[config.mk]
export PLATFORM = sky130hd
export DESIGN_NAME = keypad_scanner
export DESIGN_NICKNAME = d
export VERILOG_FILES = /design/src/rtl/keypad_scanner.sv
export SDC_FILE = /design/constraint.sdc
export NUM_CORES = 1
export LEC_CHECK = 0
export CORE_ASPECT_RATIO = 0.7
export CORE_UTILIZATION = 50
export CTS_CLUSTER_SIZE = 24
export DETAILED_ROUTE_END_ITERATION = 10
export GPL_TIMING_DRIVEN = 0
export PLACE_DENSITY_LB_ADDON = 0.12
export SYNTH_ARGS = -nofsm -noshare
export SYNTH_HDL_FRONTEND = slang
export SYNTH_SLANG_ARGS = --single-unit
[constraint.sdc]
create_clock -name clk -period 3.1 [get_ports clk]
set_input_delay 0.62 -clock clk [delete_from_list [all_inputs] [get_ports clk]]
set_output_delay 0.62 -clock clk [all_outputs]
set_load 0.03 [all_outputs]
[src/rtl/keypad_scanner.sv]
// Purpose: matrix keypad scanner with a row synchroniser, press/release debounce and multi-key rejection.
// Latency: press accepted DEBOUNCE-1 scan ticks after the first matching tick; events appear 1 clk after that tick.
// Backpressure: none; key_valid/key_release are single-cycle pulses and are never queued.
//
// Ports:
//   clk, rst_n   - system clock (rising edge), asynchronous active-low reset
//   row          - row sense lines, active-high, asynchronous to clk
//   col          - one-hot active-high column drive
//   key_code     - row_idx*COLS + col_idx of the last accepted key (kept after release)
//   key_valid    - one-cycle pulse on press acceptance
//   key_release  - one-cycle pulse on release acceptance
//   key_held     - level from press acceptance until release acceptance
module keypad_scanner #(
    parameter int ROWS     = 4,
    parameter int COLS     = 4,
    parameter int SCAN_DIV = 100000,
    parameter int DEBOUNCE = 4,
    parameter int CODE_W   = $clog2(ROWS*COLS)
) (
    input  logic              clk,
    input  logic              rst_n,
    input  logic [ROWS-1:0]   row,
    output logic [COLS-1:0]   col,
    output logic [CODE_W-1:0] key_code,
    output logic              key_valid,
    output logic              key_release,
    output logic              key_held
);

    localparam int DIV_W  = $clog2(SCAN_DIV);
    localparam int CIDX_W = $clog2(COLS);
    localparam int RIDX_W = $clog2(ROWS);
    localparam int CNT_W  = $clog2(DEBOUNCE + 1);

    localparam logic [ROWS-1:0]   ROW_ONE  = ROWS'(1);
    localparam logic [DIV_W-1:0]  DIV_LAST = DIV_W'(SCAN_DIV - 1);
    localparam logic [CIDX_W-1:0] COL_LAST = CIDX_W'(COLS - 1);
    localparam logic [CNT_W-1:0]  CNT_DONE = CNT_W'(DEBOUNCE);

    typedef enum logic [1:0] {
        SCAN,
        CONFIRM,
        HELD,
        RELEASE
    } state_t;

    state_t            state_q;
    logic [ROWS-1:0]   sync1_q;
    logic [ROWS-1:0]   row_s;
    logic [DIV_W-1:0]  div_q;
    logic [CIDX_W-1:0] col_idx_q;
    logic [ROWS-1:0]   pat_q;
    logic [RIDX_W-1:0] pat_idx_q;
    logic [CNT_W-1:0]  cnt_q;

    logic              tick;
    logic              row_zero;
    logic              row_single;
    logic [CIDX_W-1:0] col_idx_nxt;
    logic [COLS-1:0]   col_nxt;
    logic [CNT_W-1:0]  cnt_inc;

    // Index of the set bit of a one-hot row pattern.
    function automatic logic [RIDX_W-1:0] onehot_idx(input logic [ROWS-1:0] v);
        logic [RIDX_W-1:0] idx;
        idx = '0;
        for (int i = 0; i < ROWS; i++) begin
            if (v[i]) idx = RIDX_W'(i);
        end
        return idx;
    endfunction

    assign tick        = (div_q == DIV_LAST);
    assign row_zero    = (row_s == '0);
    // Clearing the lowest set bit leaves zero only when exactly one bit was set.
    assign row_single  = !row_zero && ((row_s & (row_s - ROW_ONE)) == '0);
    assign col_idx_nxt = (col_idx_q == COL_LAST) ? '0 : col_idx_q + CIDX_W'(1);
    assign col_nxt     = COLS'(1) << col_idx_nxt;
    assign cnt_inc     = cnt_q + CNT_W'(1);

    always_ff @(posedge clk or negedge rst_n) begin
        if (!rst_n) begin
            sync1_q     <= '0;
            row_s       <= '0;
            div_q       <= '0;
            state_q     <= SCAN;
            col_idx_q   <= '0;
            col         <= COLS'(1);
            pat_q       <= '0;
            pat_idx_q   <= '0;
            cnt_q       <= '0;
            key_code    <= '0;
            key_valid   <= 1'b0;
            key_release <= 1'b0;
            key_held    <= 1'b0;
        end else begin
            sync1_q     <= row;
            row_s       <= sync1_q;
            div_q       <= tick ? '0 : div_q + DIV_W'(1);
            key_valid   <= 1'b0;
            key_release <= 1'b0;

            if (tick) begin
                case (state_q)
                    SCAN: begin
                        if (row_single) begin
                            // Stay on this column while the key is confirmed.
                            pat_q     <= row_s;
                            pat_idx_q <= onehot_idx(row_s);
                            cnt_q     <= CNT_W'(1);
                            state_q   <= CONFIRM;
                        end else begin
                            col_idx_q <= col_idx_nxt;
                            col       <= col_nxt;
                        end
                    end
                    CONFIRM: begin
                        if (row_s == pat_q) begin
                            cnt_q <= cnt_inc;
                            if (cnt_inc == CNT_DONE) begin
                                key_code  <= CODE_W'(int'(pat_idx_q) * COLS + int'(col_idx_q));
                                key_valid <= 1'b1;
                                key_held  <= 1'b1;
                                state_q   <= HELD;
                            end
                        end else begin
                            state_q   <= SCAN;
                            col_idx_q <= col_idx_nxt;
                            col       <= col_nxt;
                        end
                    end
                    HELD: begin
                        // Extra keys on this column are ignored while a key is held.
                        if (row_zero) begin
                            cnt_q   <= CNT_W'(1);
                            state_q <= RELEASE;
                        end
                    end
                    RELEASE: begin
                        if (row_zero) begin
                            cnt_q <= cnt_inc;
                            if (cnt_inc == CNT_DONE) begin
                                key_release <= 1'b1;
                                key_held    <= 1'b0;
                                state_q     <= SCAN;
                                col_idx_q   <= col_idx_nxt;
                                col         <= col_nxt;
                            end
                        end else begin
                            state_q <= HELD;
                        end
                    end
                    default: state_q <= SCAN;
                endcase
            end
        end
    end

endmodule

Yosys cells after proc, flatten, opt, wreduce, memory -nomap -nowiden

Cells that the tools add are included.

$add $sub $neg: 5
Multiply operators: 0
Divide/modulo/power cells: 0
Order comparisons: 0
Eq/ne operators: 17
Shift operators: 1
Muxes and demuxes: 39
Bitwise logic cells: 1
Reduce and logical (&&, ||, !) cells: 13

Operators with widths:

| operator                                                           | number |
|---|---|
| 2-bit two-way mux                                                  | 13 |
| 17-bit by 1-bit adder with 17-bit output, second input constant    | 1 |
| 17-bit == test, second input constant                              | 1 |
| 17-bit two-way mux                                                 | 1 |
| 4-bit two-way mux                                                  | 4 |
| 2-bit inequality test, second input constant                       | 8 |
| 1-bit two-way mux                                                  | 12 |
| 3-bit two-way mux                                                  | 4 |
| 3-bit case mux with 4 select lines                                 | 1 |
| 4-bit case mux with 3 select lines                                 | 1 |
| 6-bit AND reduction                                                | 2 |
| 5-bit AND reduction                                                | 2 |
| 4-bit zero test                                                    | 2 |
| 2-bit case mux with 4 select lines                                 | 1 |
| 2-bit == test, second input constant                               | 3 |
| 3-bit inequality test, second input constant                       | 2 |
| 2-bit case mux with 3 select lines                                 | 1 |
| 4-bit by 2-bit adder with 4-bit output                             | 1 |
| 4-bit AND                                                          | 1 |
| 4-bit == test                                                      | 1 |
| 4-bit AND reduction                                                | 1 |
| 1-bit by 2-bit left shift with 4-bit output, first input constant  | 1 |
| 4-bit by 1-bit subtractor with 4-bit output, second input constant | 1 |
| 3-bit by 1-bit adder with 3-bit output, second input constant      | 1 |
| other kinds (10)                                                   | 10 |

Bits in registers: 49
Bits in latches: 0
Memory bits (writable): 0
Bits in read-only memories: 0
Input bits: 6
Output and inout bits: 11
Word-level logic and storage cells: 89
Memories kept: 0

Depth between registers and ports, before layout

Depth after elaboration: 6
Mapped depth: 7

Worst setup path after synthesis

No wires, ideal clock.

Path kind: register to register
Start point: reg div_q[5]
End point: reg col[1]
Arrival: 2305 ps
Slack: 670 ps
Cell stages (with the launch flop): 7
Path buffers: 2
Clock period less this slack: 2430 ps
Path through: dfrtp_1 -> buf_6 -> or4b_4 -> nor4_4 -> or4b_1 -> buf_6 -> mux2_4

Word-level cells in the longest chain between the ends: 2

RTL lines:

| element                              | line | text |
|---|---|---|
| start, declared                      | 50   | `logic [DIV_W-1:0] div_q;` |
| start signal, assigned               | 99   | `div_q <= tick ? '0 : div_q + DIV_W'(1);` |
| 17-bit == test                       | 73   | `assign tick = (div_q == DIV_LAST);` |
| 6-bit AND reduction (no source line) | -    |  |
| end signal, assigned                 | 114  | `col <= col_nxt;` |
| end signal, assigned                 | 129  | `col <= col_nxt;` |
| end signal, assigned                 | 147  | `col <= col_nxt;` |
| end, declared                        | 23   | `output logic [COLS-1:0] col,` |

No other way between the ends.
A chain may end at the register's enable or synchronous reset.

Worst setup path in the final report

Start point: reg div_q[14]
End point: reg cnt_q[0]

Word-level cells in the longest chain between the ends: 2

RTL lines:

| element                              | line | text |
|---|---|---|
| 17-bit == test                       | 73   |  |
| 5-bit AND reduction (no source line) | -    |  |
| end signal, assigned                 | 119  | `cnt_q <= cnt_inc;` |
| end signal, assigned                 | 141  | `cnt_q <= cnt_inc;` |
| end, declared                        | 54   | `logic [CNT_W-1:0] cnt_q;` |

No other way between the ends.

==> out/metrics.yaml <==
cts_tree: "built"
status: "complete, but fails checks"
async_flop_share: 1.000
rows: 20
cap_viol_max_count: 0
clk_latency_ns: 0.29
antenna-diode-count: 0
fin_worst_skew_ns: 0.002391
seqPwrFrac: 0.596
grt_pass1_wl_um: 7445
cts_root_buf: "clkbuf_8"
dieHeight_um: 59.75
synthFlopType: "dfrtp_1"
start_kind: "register"
ant_nets: 0
cp.arrival_ns: 2.99
io_buffer_count: 16
first_pass_iters: 9
dieArea_um2: 5049
yosysUniqueCellTypes: 42
antenna_found_initial: 0
cts_inserted_buffers: 5
wire_per_inst_um: 15.24
post-route-util: 0.6124
path_cells: "or4b_2 -> nor4_1 -> nand3_1 -> nor2_1 -> mux2_2"
fmax_mhz: 356.5
cp_slowest_cell: "or4b_2"
synth_area_um2: 2382
yosys_warnings: 0
fin_crit_sh: 0.9049
setup_tns_ns: 0
post_cts_buffers: 0
syn_inst: 209
grt_max_degree: 32
fin_crit_ns: 2.805
place.gp.congestion: 0.8783
clk_pin_slew_worst_paths_ns: 0.08
relSlewSlack: 0.3485
ios: 17
synth_largest_area_cell: "dfrtp_1"
drt_iter0_markers: 229
hold_viol: 0
synth_top_area_share: 0.5042
switching_power_mw: 0.2215
switching_share: 0.2046
max_stage_delay_ns: 0.70
fin_area_um2: 2728
min_path_type: "primary input to async pin"
grt_pass1_vias: 1577
worst-path-buf-inv: 0
worstMarginPinSlew_ns: 0.9683
placed_area_um2: 2626
dp.cells: 281
drc: 2
nNetsFinal: 247
power_frac_comb: 0.039
overflow: 0
start_util: 0.5348
synth.area.top_cells: "dfrtp_1, mux2_2, ha_1"
setup_violations: 0
finalNonFillerCells: 289
drive_gt1_frac: 0.1453
path_class: "register to register"
synth_nets: 223
track_usage: 0.1944
rsz0062_at_grt: "no"
dieWidth_um: 84.50
postCtsHoldBufs: 0
synth_edf_count: 0
crit_path_max_fanout: 6
p_int_mw: 0.8608
yosysMostFrequentCell: "dfrtp_1"
yosys-top-cells-count: "dfrtp_1, nand2_1, nor2_1"
cp.required_ns: 3.28
core_um2: 4454
leakage_nw: 1.219
powerDensity_nw_per_um2: 396.8
ctsResizeCount: 0
synth-seq-area-share: 0.5152
viasPerCell: 5.671
ys_seq_elements: 49
dp_hpwl_um: 3322
htreeDepth: 2
n_fill_cell: 376
cts_max_path_buffers: 2
violations: "DRC"
avgSynthCellArea_um2: 11.40
routed_wl_um: 4404
slew_viol_final: 0
multiInputGateArea_um2: 1084
p_clk_frac: 0.365
syn_to_final_growth_pct: 14.50
register_area_um2: 1227
critPathTopFamily: "simple AND/OR/NAND/NOR gates"
vias: 1639
end_kind: "register"
cts.sinks: 49
ir_drop_uv: 290.5
[final timing paths]
path / from / endpoint / slack (ns) / cells past startpoint
setup / recovery: div_q[14]$_DFF_PN0_ / cnt_q[0]$_DFFE_PN0P_ / 0.29 / 5
hold / removal: rst_n / sync1_q[0]$_DFF_PN0_ / 0.25 / 1
setup reg to reg: div_q[14]$_DFF_PN0_ / cnt_q[0]$_DFFE_PN0P_ / 0.29 / 5
hold reg to reg: sync1_q[2]$_DFF_PN0_ / row_s[2]$_DFF_PN0_ / 0.35 / 0
max in group asynchronous: rst_n / col[0]$_DFFE_PN1P_ / 2.27 / 2
min in group clk: sync1_q[2]$_DFF_PN0_ / row_s[2]$_DFF_PN0_ / 0.35 / 0
[worst reg2reg max path: stages, from the launching register on]
cell and delay, ns:
dfrtp_1 0.45, or4b_2 0.70, nor4_1 0.61, nand3_1 0.30, nor2_1 0.28, mux2_2 0.36
[area by class of cell]
cell class | instances | area share
Clock inverter | 1 | 0.001835
Buffer | 8 | 0.01651
Tap cell | 55 | 0.02523
Inverter | 7 | 0.009633
Timing Repair Buffer | 17 | 0.06422
Multi-Input combinational cell | 145 | 0.3972
Clock buffer | 7 | 0.03532
Sequential cell | 49 | 0.4500
[placed cells by master, fill, tap and decap left out, types with 2 or more instances in the layout]
cell | synthesis | final
nor4_1 | 2 | 2
clkbuf_8 | 0 | 7
nand4b_1 | 2 | 2
ha_1 | 8 | 8
a21oi_1 | 2 | 2
buf_6 | 2 | 2
inv_1 | 7 | 7
mux2_2 | 9 | 9
nor2b_1 | 3 | 3
mux2i_1 | 5 | 5
o21ai_0 | 9 | 9
a211oi_1 | 2 | 2
xnor2_1 | 11 | 11
xor2_1 | 8 | 8
nand4_1 | 6 | 6
nor3_1 | 4 | 4
o31ai_1 | 2 | 2
or3_1 | 5 | 5
dfrtp_1 | 48 | 48
nand3_1 | 11 | 11
and3_1 | 3 | 3
nor2_1 | 13 | 13
nand2b_1 | 4 | 4
mux2_4 | 5 | 5
nand2_1 | 14 | 14
clkdlybuf4s50_1 | 0 | 15
clkbuf_1 | 5 | 5
or4b_2 | 3 | 3
[power by group through the flow]
stage          registers, mW  clock network [mW]  logic [mW]
3_5_place_dp           0.658                   0      0.0433
4_1_cts                0.645               0.412      0.0434
2_1_floorplan          0.658                   0      0.0177
5_1_grt                0.646               0.438      0.0485
3_3_place_gp           0.658                   0      0.0387
6_report               0.645               0.395      0.0421
[registers in the layout, summed over array words and instances (netlist names)]
| signal | count |
|---|---|
| key_code | 4 |
| cnt_q | 3 |
| pat_q | 4 |
| key_valid | 1 |
| col | 4 |
| key_release | 1 |
| col_idx_q | 2 |
| pat_idx_q | 2 |
| row_s | 4 |
| key_held | 1 |
| sync1_q | 4 |
| div_q | 17 |
| state_q | 2 |
[per-layer routing]
| layer | vias to the layer above | part of all wire | routed length (um) | GRT usage |
|---|---|---|---|---|
| li1 | 783 | - | - | - |
| met1 | 798 | 0.48 | 2110 | 0.2701 |
| met2 | 54 | 0.46 | 2031 | 0.3078 |
| met3 | 4 | 0.053 | 235 | 0.04696 |
| met4 | 0 | 0.0061 | 27 | 0.05811 |
| met5 | - | 0 | 0 | 0 |
[stage by stage]
step	hold WS, ns	total power, mW	setup slack (ns)
after floorplan	0.3244	0.6753	0.6700
after global routing	0.2682	1.132	0.1711
final	0.2549	1.082	0.2948
after global placement	0.3339	0.6966	0.1284
after detailed placement	0.3372	0.7013	0.3429
after CTS	0.2629	1.101	0.3297
[cells by family (layout without fill, tap and decap cells)]
family / after synthesis / after routing / share of synthesized area
buffers and inverters: 15 / 40 / 0.02994
adders and majority gates: 8 / 8 / 0.04202
muxes: 19 / 19 / 0.09506
xor gates and xnor gates: 19 / 19 / 0.06985
and+or+nand+nor: 78 / 78 / 0.1912
DFF: 49 / 49 / 0.5152
AOI/OAI and AO/OA: 21 / 21 / 0.05672
No activity file was read; power rests on OpenSTA's default activity.
==> variant, RTL diff (config.mk and constraints unchanged) <==
Register the output `key_code` once more, with the module's reset; this adds one clock of latency there. The other outputs are not delayed to match.
--- a/src/rtl/keypad_scanner.sv
+++ b/src/rtl/keypad_scanner.sv
@@ -44,6 +44,8 @@
         RELEASE
     } state_t;
 
+    logic [CODE_W-1:0] key_code_s0;
+
     state_t            state_q;
     logic [ROWS-1:0]   sync1_q;
     logic [ROWS-1:0]   row_s;
@@ -89,7 +91,7 @@
             pat_q       <= '0;
             pat_idx_q   <= '0;
             cnt_q       <= '0;
-            key_code    <= '0;
+            key_code_s0 <= '0;
             key_valid   <= 1'b0;
             key_release <= 1'b0;
             key_held    <= 1'b0;
@@ -118,7 +120,7 @@
                         if (row_s == pat_q) begin
                             cnt_q <= cnt_inc;
                             if (cnt_inc == CNT_DONE) begin
-                                key_code  <= CODE_W'(int'(pat_idx_q) * COLS + int'(col_idx_q));
+                                key_code_s0 <= CODE_W'(int'(pat_idx_q) * COLS + int'(col_idx_q));
                                 key_valid <= 1'b1;
                                 key_held  <= 1'b1;
                                 state_q   <= HELD;
@@ -156,5 +158,13 @@
         end
     end
 
+    always_ff @(posedge clk or negedge rst_n) begin
+        if (!rst_n) begin
+            key_code <= '0;
+        end else begin
+            key_code <= key_code_s0;
+        end
+    end
+
 endmodule
 
Behaviour: no difference found for any inputs over 10 cycles, from zero or initial values and one cycle with rst_n low; that may be too few to reach the edited logic, so the function may still have changed.
==> variant against the original RTL <==
  * Sequential cell count rose by 4
  * Largest power group unchanged
  * Cell count is 3.8% higher
  * Clock skew grew 0.0089 ns
  * Utilization rose by 0.81 points
  * Power grew 7.5%
  * Sequential power is 8.2% higher
  * Routed wire length increased by 1.7%
  * Highest routed layer unchanged
  * Global-route usage is 0.25 points higher
  * First-iteration DRC count shrank 51%
  * Critical path depth rose by 2
  * Maximum frequency increased by 24%
  * Worst setup slack better by 0.55 ns
  * Final area grew 3.0%
  * Area after synthesis increased by 2.9%
  * Largest cell class unchanged
==> variant: results (changes against the original RTL) <==
[metrics] pre-CTS setup slack: 0.858 ns (+0.515 ns)
[metrics] Repair and plain buffers: 24 (-4.0%)
[metrics] final clock skew: 0.0113 ns (+0.00888 ns)
[metrics] RD Place Congestion: 0.838 (-4.6%)
[metrics] sequential element share of the synthesized area: 0.541 (+0.0261)
[metrics] Pre-antenna DRT Iters: 5 (-4)
[metrics] result of the run: finished clean
[metrics] clock-pin transition on the worst setup and hold timing paths: 0.10 ns (+0.02 ns)
[metrics] Final Core Density: 0.620 (+0.00808)
[metrics] stage delay of the slowest cell on the critical path: 0.40 ns (-0.30 ns)
[metrics] clock network fraction of total power: 0.357 (-0.008)
[metrics] ClkCell Share: 0.0356 (-0.00154)
[metrics] Final Non-Filler Cells: 300 (+3.8%)
[metrics] post-synthesis compound-gate area fraction: 0.0786 (+0.0218)
[metrics] switching pwr: 0.263 mW (+19%)
[metrics] post-synthesis cell type count: 46 (+9.5%)
[metrics] data arrival at the endpoint of the critical path: 2.45 ns (-0.54 ns)
[metrics] post-detail-place hpwl: 3300 um (-0.72%)
[metrics] leakage dissipation: 1.26 nW (+3.3%)
[metrics] number of flip-flops and latches: 53 (+8.2%)
[metrics] area taken by flip-flops and latches: 1330 um2 (+8.2%)
[metrics] commonest cells in the synthesized netlist: sky130_fd_sc_hd__dfrtp_1, sky130_fd_sc_hd__mux2_2, sky130_fd_sc_hd__nor2_1, sky130_fd_sc_hd__o21ai_0, sky130_fd_sc_hd__xor2_1
[metrics] global-route met1 utilization: 0.279 (+0.00917)
[metrics] maximum fanout count along the critical path: 8 (+2)
[metrics] Post-Synth Adder-Cell Area: 0.0408 (-0.00120)
[metrics] layout clock buffer count: 6 (-1)
[metrics] Combinational Power: 0.0503 mW (+19%)
[metrics] worst setup margin: 0.844 ns (+0.549 ns)
[metrics] slew margin rel.: 0.518 (+0.169)
[metrics] clock latency of the later-clocked register in the worst-skew pair: 0.31 ns (+0.02 ns)
[metrics] proportion of cell area occupied by multi-input gates: 0.374 (-0.0237)
[metrics] global-route wire length before repair: 7620 um (+2.4%)
[metrics] portion of netlist area occupied by mux cells: 0.0684 (-0.0267)
variant: changes by cell type after synthesis, moves of 4 or more:
cell	change
sky130_fd_sc_hd__a21oi_1	+6
sky130_fd_sc_hd__a31oi_1	+4
sky130_fd_sc_hd__clkbuf_1	-5
sky130_fd_sc_hd__dfrtp_1	+4
sky130_fd_sc_hd__mux2_2	+5
sky130_fd_sc_hd__mux2_4	-5
sky130_fd_sc_hd__mux2i_1	-4
sky130_fd_sc_hd__nand2_1	-7
sky130_fd_sc_hd__nand2b_1	-4
sky130_fd_sc_hd__o21ai_0	+4
sky130_fd_sc_hd__xnor2_1	-6
sky130_fd_sc_hd__xor2_1	+5
variant: worst paths after layout:
check                                  to  slack [ns]  depth (start not counted)
min in group clk                 row_s[2]        0.35                          0
max reg2reg                key_code_s0[3]        0.84                          7
min reg2reg                      row_s[2]        0.35                          0
min                              div_q[6]        0.27                          1
max                        key_code_s0[3]        0.84                          7
max in group asynchronous          col[0]        2.21                          2
